==> src/rtl/uart_tx_arbiter_if.sv <==
// uart_tx_arbiter_if: requester byte handshake plus the UART transmitter start/data/done link
interface uart_tx_arbiter_if #(parameter int NUM_REQ = 4);
    logic [NUM_REQ-1:0]   req_valid;
    logic [NUM_REQ-1:0]   req_ready;
    logic [8*NUM_REQ-1:0] req_data;
    logic                 tx_start;
    logic [7:0]           tx_data;
    logic                 tx_done;
    modport master (input req_valid, req_data, tx_done, output req_ready, tx_start, tx_data);
    modport slave (output req_valid, req_data, tx_done, input req_ready, tx_start, tx_data);
endinterface

==> src/rtl/uart_tx_arbiter.sv <==
// uart_tx_arbiter: round-robin share of one UART TX with watchdog; UART_ARB_FIXED_PRI_EN selects fixed lowest-index priority
module uart_tx_arbiter #(
    parameter int NUM_REQ = 4,
    parameter int TIMEOUT_CYCLES = 4096,
    parameter int GAP_CYCLES = 0,
    localparam int IW = $clog2(NUM_REQ)
) (
    input  logic                  clk,
    input  logic                  rst,
    uart_tx_arbiter_if.master     bus,
    output logic                  busy,
    output logic [IW-1:0]         grant_id,
    output logic                  err_timeout,
    output logic [15:0]           frame_count
);
    localparam int CMAX = TIMEOUT_CYCLES > GAP_CYCLES ? TIMEOUT_CYCLES : GAP_CYCLES;
    localparam int CW = $clog2(CMAX + 1);
    typedef enum logic [1:0] {IDLE, SEND, GAP} state_t;
    state_t        state;
    logic [CW-1:0] cnt;
    logic [1:0]    sync;
    logic          done_d;
    logic          done_s;
    logic          done_rise;
    logic [IW-1:0] base;
    logic [IW-1:0] idx;
    logic [IW-1:0] sel;
    logic          found;
    assign done_s = sync[1];
    assign done_rise = done_s & ~done_d;
`ifdef UART_ARB_FIXED_PRI_EN
    assign base = '0;
`else
    logic [IW-1:0] ptr;
    logic [IW-1:0] nxt;
    assign base = ptr;
    assign nxt = grant_id == IW'(NUM_REQ - 1) ? '0 : grant_id + 1'b1;
`endif
    // first valid requester at or after base, wrapping modulo NUM_REQ
    always_comb begin
        sel = '0;
        idx = '0;
        found = 1'b0;
        for (int k = 0; k < NUM_REQ; k++) begin
            idx = IW'((int'(base) + k) % NUM_REQ);
            if (!found && bus.req_valid[idx]) begin
                sel = idx;
                found = 1'b1;
            end
        end
    end
    always_ff @(posedge clk or posedge rst) begin
        if (rst) begin
            state <= IDLE;
            cnt <= '0;
            sync <= '0;
            done_d <= 1'b0;
            bus.req_ready <= '0;
            bus.tx_start <= 1'b0;
            bus.tx_data <= '0;
            busy <= 1'b0;
            grant_id <= '0;
            err_timeout <= 1'b0;
            frame_count <= '0;
`ifndef UART_ARB_FIXED_PRI_EN
            ptr <= '0;
`endif
        end else begin
            sync <= {sync[0], bus.tx_done};
            done_d <= done_s;
            bus.req_ready <= '0;
            err_timeout <= 1'b0;
            case (state)
                IDLE: if (found) begin
                    bus.req_ready <= NUM_REQ'(1) << sel;
                    bus.tx_data <= bus.req_data[{sel, 3'b000} +: 8];
                    bus.tx_start <= 1'b1;
                    grant_id <= sel;
                    busy <= 1'b1;
                    cnt <= '0;
                    state <= SEND;
                end
                SEND: if (done_rise) begin
                    bus.tx_start <= 1'b0;
                    frame_count <= frame_count + 1'b1;
                    cnt <= '0;
                    state <= GAP;
                end else if (cnt == CW'(TIMEOUT_CYCLES - 1)) begin
                    bus.tx_start <= 1'b0;
                    err_timeout <= 1'b1;
                    cnt <= '0;
                    state <= GAP;
                end else begin
                    cnt <= cnt + 1'b1;
                end
                // hold off until the transmitter drops done so no duplicate frame is launched
                GAP: if (!done_s) begin
                    if (cnt == CW'(GAP_CYCLES)) begin
`ifndef UART_ARB_FIXED_PRI_EN
                        ptr <= nxt;
`endif
                        busy <= 1'b0;
                        state <= IDLE;
                    end else begin
                        cnt <= cnt + 1'b1;
                    end
                end
                default: state <= IDLE;
            endcase
        end
    end
endmodule

==> src/flat_wrapper.sv <==
// flat-port wrapper written by rule: the top's interface ports become plain ports
module uart_tx_arbiter_flat 
#(
    parameter int NUM_REQ = 4,
    parameter int TIMEOUT_CYCLES = 4096,
    parameter int GAP_CYCLES = 0,
    localparam int IW = $clog2(NUM_REQ)
)
  (clk, rst, busy, grant_id, err_timeout, frame_count, bus_req_valid, bus_req_data, bus_tx_done, bus_req_ready, bus_tx_start, bus_tx_data);
  uart_tx_arbiter_if #(.NUM_REQ(NUM_REQ)) bus_i ();
  input  logic clk;
  input  logic rst;
  output logic busy;
  output logic [IW-1:0] grant_id;
  output logic err_timeout;
  output logic [15:0] frame_count;
  input wire logic [$bits(bus_i.req_valid)-1:0] bus_req_valid;
  input wire logic [$bits(bus_i.req_data)-1:0] bus_req_data;
  input wire logic [$bits(bus_i.tx_done)-1:0] bus_tx_done;
  output wire logic [$bits(bus_i.req_ready)-1:0] bus_req_ready;
  output wire logic [$bits(bus_i.tx_start)-1:0] bus_tx_start;
  output wire logic [$bits(bus_i.tx_data)-1:0] bus_tx_data;
  assign bus_i.req_valid = bus_req_valid;
  assign bus_i.req_data = bus_req_data;
  assign bus_i.tx_done = bus_tx_done;
  assign bus_req_ready = bus_i.req_ready;
  assign bus_tx_start = bus_i.tx_start;
  assign bus_tx_data = bus_i.tx_data;
  uart_tx_arbiter #(.NUM_REQ(NUM_REQ), .TIMEOUT_CYCLES(TIMEOUT_CYCLES), .GAP_CYCLES(GAP_CYCLES)) u_core (.clk(clk), .rst(rst), .bus(bus_i), .busy(busy), .grant_id(grant_id), .err_timeout(err_timeout), .frame_count(frame_count));
endmodule
==> config.mk <==
export PLATFORM = sky130hd
export DESIGN_NAME = uart_tx_arbiter_flat
export DESIGN_NICKNAME = d
export VERILOG_FILES = /design/src/rtl/uart_tx_arbiter_if.sv /design/src/rtl/uart_tx_arbiter.sv /design/src/flat_wrapper.sv
export SDC_FILE = /design/constraint.sdc
export NUM_CORES = 1
export LEC_CHECK = 0
export ABC_CLOCK_PERIOD_IN_PS = 2300
export BUFFER_PORTS_ARGS = -buffer_cell sky130_fd_sc_hd__buf_2
export CAP_MARGIN = 15
export CORE_AREA = 2 2 75 77
export CTS_CLUSTER_DIAMETER = 200
export DETAILED_ROUTE_END_ITERATION = 8
export DIE_AREA = 0 0 77 79
export GPL_TIMING_DRIVEN = 1
export PLACE_DENSITY = 0.81
export SLEW_MARGIN = 15
export SYNTH_ARGS = -nofsm -noshare
export SYNTH_HDL_FRONTEND = slang
export SYNTH_SLANG_ARGS = --single-unit
==> constraint.sdc <==
create_clock -name clk -period 2.3 [get_ports clk]
set_input_delay 0.23 -clock clk [delete_from_list [all_inputs] [get_ports clk]]
set_output_delay 0.23 -clock clk [all_outputs]
set_load 0.01 [all_outputs]
==> impl_metrics.py <==
metrics = {
    "outcome": {
        "outcome": "finished clean",
    },
    "power": {
        "peakVddDrop_mv": 0.519,
        "p_sw_uw": 1190,
        "combPwrFrac_pct": 42.7,
        "pwr-share-seq_pct": 41.3,
        "switching_share_pct": 38.4,
        "p_int_uw": 1910,
        "cellLeakagePower_uw": 0.00167,
        "p_total_uw": 3110,
        "powerDensity_nw_per_um2": 958,
        "pwr-share-clk_pct": 16.0,
    },
    "layout": {
        "antennaDiodeCount": 0,
        "final_common_cell": "buf_2",
        "n_fill_cell": 482,
        "mostFrequentLayoutCells": "71 x buf_2, 53 x dfrtp_1, 22 x nand2_1",
        "area_growth_pct": 20.7,
        "multi_input_area_sq_um": 1270,
        "seqCellArea_sq_um": 1330,
        "layout-drive-gt1-share_pct": 30.0,
        "finalNetCount": 379,
    },
    "critical_path": {
        "slowest_delay_ns": 0.43,
        "worst-setup-path-type": "flip-flop to flip-flop",
        "crit_chain": "inv_1 > ha_1 > nor4b_1 > nand4_1 > nand2_2 > o32ai_2 > buf_4 > nor2_1",
        "crit_cells": 8,
        "cp_top_family": "simple AND/OR/NAND/NOR gates",
        "required_ns": 2.54,
        "worst-path-buf-inv": 2,
        "critPathCaptureType": "flip-flop",
        "reg2reg_depth": 8,
        "start_kind": "flip-flop",
        "crit_slowest_cell": "dfrtp_1",
        "worst-path-max-fanout": 11,
        "cp.arrival_ns": 2.20,
    },
    "cts": {
        "post_cts_buffers": 0,
        "cts_buffer_depth": 2,
        "cts_tree": "done",
        "cts_repair_resize_count": 0,
        "htreeDepth": 2,
        "ctsHoldBuffers": 1,
        "path_clk_slew_ns": 0.09,
        "cts_buffers": 5,
        "clk_latency_ns": 0.31,
        "cts.sinks": 53,
        "cts-root-buf": "clkbuf_8",
    },
    "place": {
        "hpwl_mm": 4.39,
        "place_congestion": 0.809,
        "io_buffers": 71,
    },
    "sta": {
        "drv_slew": 0,
        "worstMarginPinSlew_ns": 0.533,
        "timing.fmax_mhz": 510,
        "fin_setup_tns_ns": 0,
        "slew_headroom_pct": 64.2,
        "post-route-period-util_pct": 85.3,
        "rsz0062_at_grt": "no",
        "hold_viol": 0,
        "period_minus_slack_ns": 1.96,
        "finalSetupViolations": 0,
        "fin_worst_skew_ns": 0.00767,
    },
    "logic_synthesis": {
        "syn_inst": 252,
        "ys_warn_count": 0,
        "synth-main-ff-cell": "dfrtp_1",
        "synth-seq-cells": 53,
        "syn-cell-area_sq_um": 2690,
        "async_flop_share_pct": 100,
        "avgSynthCellArea_sq_um": 10.7,
        "synth_cell_type_count": 44,
        "syn_nets": 299,
        "synth-edff-count": 0,
        "ys_seq_area_share_pct": 49.3,
    },
    "global_routing": {
        "grt_pass1_vias": 2064,
        "grt_start_max_net_pins": 26,
        "grt_overflow": 0,
        "grt_pass1_wl_mm": 9.54,
        "antenna_found_initial": 0,
        "track_usage_pct": 19.8,
    },
    "hold_path": {
        "worstHoldPathType": "primary input to flip-flop",
        "holdPathStages": 1,
    },
    "drt": {
        "vias_per_cell": 5.33,
        "vias": 2157,
        "wl_per_cell_um": 14.4,
        "first_iter_violations": 160,
        "drt-total-wl_mm": 5.85,
        "antenna_left": 0,
        "dr.pass1.iters": 4,
        "drc_errors": 0,
    },
    "die": {
        "dieArea_sq_um": 6080,
        "core_area_sq_um": 5340,
        "start_util_pct": 50.4,
        "die_y_um": 79,
        "fp-row-count": 27,
        "die_x_um": 77,
        "ios": 72,
    },
    "flow_run": {
        "cap_viol_max_count": 0,
    },
}
-- layer usage --
layer  GRT usage, %  wire length [um]  vias up
met5              0                 0        -
met1           24.9              2530     1056
li1               -                 -     1047
met3           4.09               223        9
met4           8.93                98        0
met2           33.2              3000       45
-- final timing paths --
| check | start | end | slack, ns |
|---|---|---|---|
| hold / removal | bus_tx_done | u_core.sync[0]$_DFF_PP0_ | 0.02 |
| setup reg to reg | u_core.cnt[0]$_DFFE_PP0P_ | u_core.cnt[3]$_DFFE_PP0P_ | 0.34 |
| hold reg to reg | u_core.sync[0]$_DFF_PP0_ | u_core.sync[1]$_DFF_PP0_ | 0.35 |
| max in group asynchronous | rst | u_core.frame_count[1]$_DFFE_PP0P_ | 1.15 |
| setup / recovery | u_core.cnt[0]$_DFFE_PP0P_ | u_core.cnt[3]$_DFFE_PP0P_ | 0.34 |
| min in group asynchronous | rst | u_core.cnt[5]$_DFFE_PP0P_ | 0.53 |
-- logic make-up (layout without fill, tap and decap cells) --
kind of cell | Yosys count | after routing | share of synthesized area [%]
and+or+nand+nor | 100 | 100 | 19.9
DFF | 53 | 53 | 49.3
AOI/OAI and AO/OA | 26 | 26 | 7.64
xor gates and xnor gates | 26 | 26 | 8.47
muxes | 20 | 20 | 7.63
buffers and inverters | 19 | 100 | 3.26
adders and majority gates | 8 | 8 | 3.72
-- registers in the layout (all words and copies together) (netlist names), 2 cells and up --
signal                cells
u_core.frame_count       16
u_core.bus.tx_data        8
u_core.cnt               13
u_core.grant_id           2
u_core.base               2
u_core.bus.req_ready      4
u_core.sync               2
u_core.state              2
-- power groups by stage --
| stage | combinational [uW] | clock, uW | sequential (uW) |
|---|---|---|---|
| after floorplan | 845 | 0 | 1350 |
| after global placement | 1270 | 0 | 1280 |
| after detailed placement | 1330 | 0 | 1290 |
| after CTS | 1330 | 514 | 1280 |
| after global routing | 1460 | 564 | 1310 |
| final | 1330 | 497 | 1280 |
-- cells in the mapped netlist (2+ instances only) --
cell type	number	share of area [%]
nor2b_1	4	0.93
xnor2_1	12	3.9
nor4b_1	2	0.65
nand2b_1	2	0.47
dfrtp_1	53	49
mux2i_1	16	6.0
and4_1	2	0.65
o21ai_0	5	0.93
nor4_1	3	0.70
and3_1	5	1.2
inv_1	12	1.7
mux2_2	4	1.7
a21o_1	2	0.56
nor2_1	21	2.9
nor3_1	3	0.56
a21oi_1	3	0.56
nor4_2	2	0.93
or2_2	2	0.47
nand4b_1	3	0.98
xor2_1	14	4.6
o221ai_1	8	2.6
buf_2	3	0.56
nand3_1	16	3.0
nand4_1	7	1.6
nand2_1	22	3.1
ha_1	8	3.7
-- through the flow --
| step | worst slack [ns] | hold WS [ns] | util [%] | instances | area, sq um |
|---|---|---|---|---|---|
| after floorplan | 0.416 | 0.261 | - | 252 | 2690 |
| after global placement | 0.408 | 0.294 | 59.0 | 396 | 3150 |
| after detailed placement | 0.380 | 0.299 | 59.0 | 396 | 3150 |
| after CTS | 0.353 | 0.0162 | 60.8 | 405 | 3240 |
| after global routing | 0.136 | 0.00713 | 60.8 | 405 | 3240 |
| final | 0.339 | 0.0239 | 60.8 | 405 | 3240 |
-- layout make-up --
cell class | instances | area share [%]
clock inverter | 2 | 0.309
clock buffer | 6 | 2.24
sequential | 53 | 40.9
tap | 72 | 2.78
timing repair buffer | 80 | 13.1
multi-input combinational | 180 | 39.3
inverter | 12 | 1.39
-- worst register-to-register path: cells and delay by family, from the launching register on --
family / cells / cell delay (ns)
buffers and inverters: 2 / 0.27
AOI/OAI and AO/OA: 1 / 0.10
and+or+nand+nor: 4 / 0.92
DFF: 1 / 0.43
adders and majority gates: 1 / 0.17
Note: power is estimated with default switching activity, not from simulation.
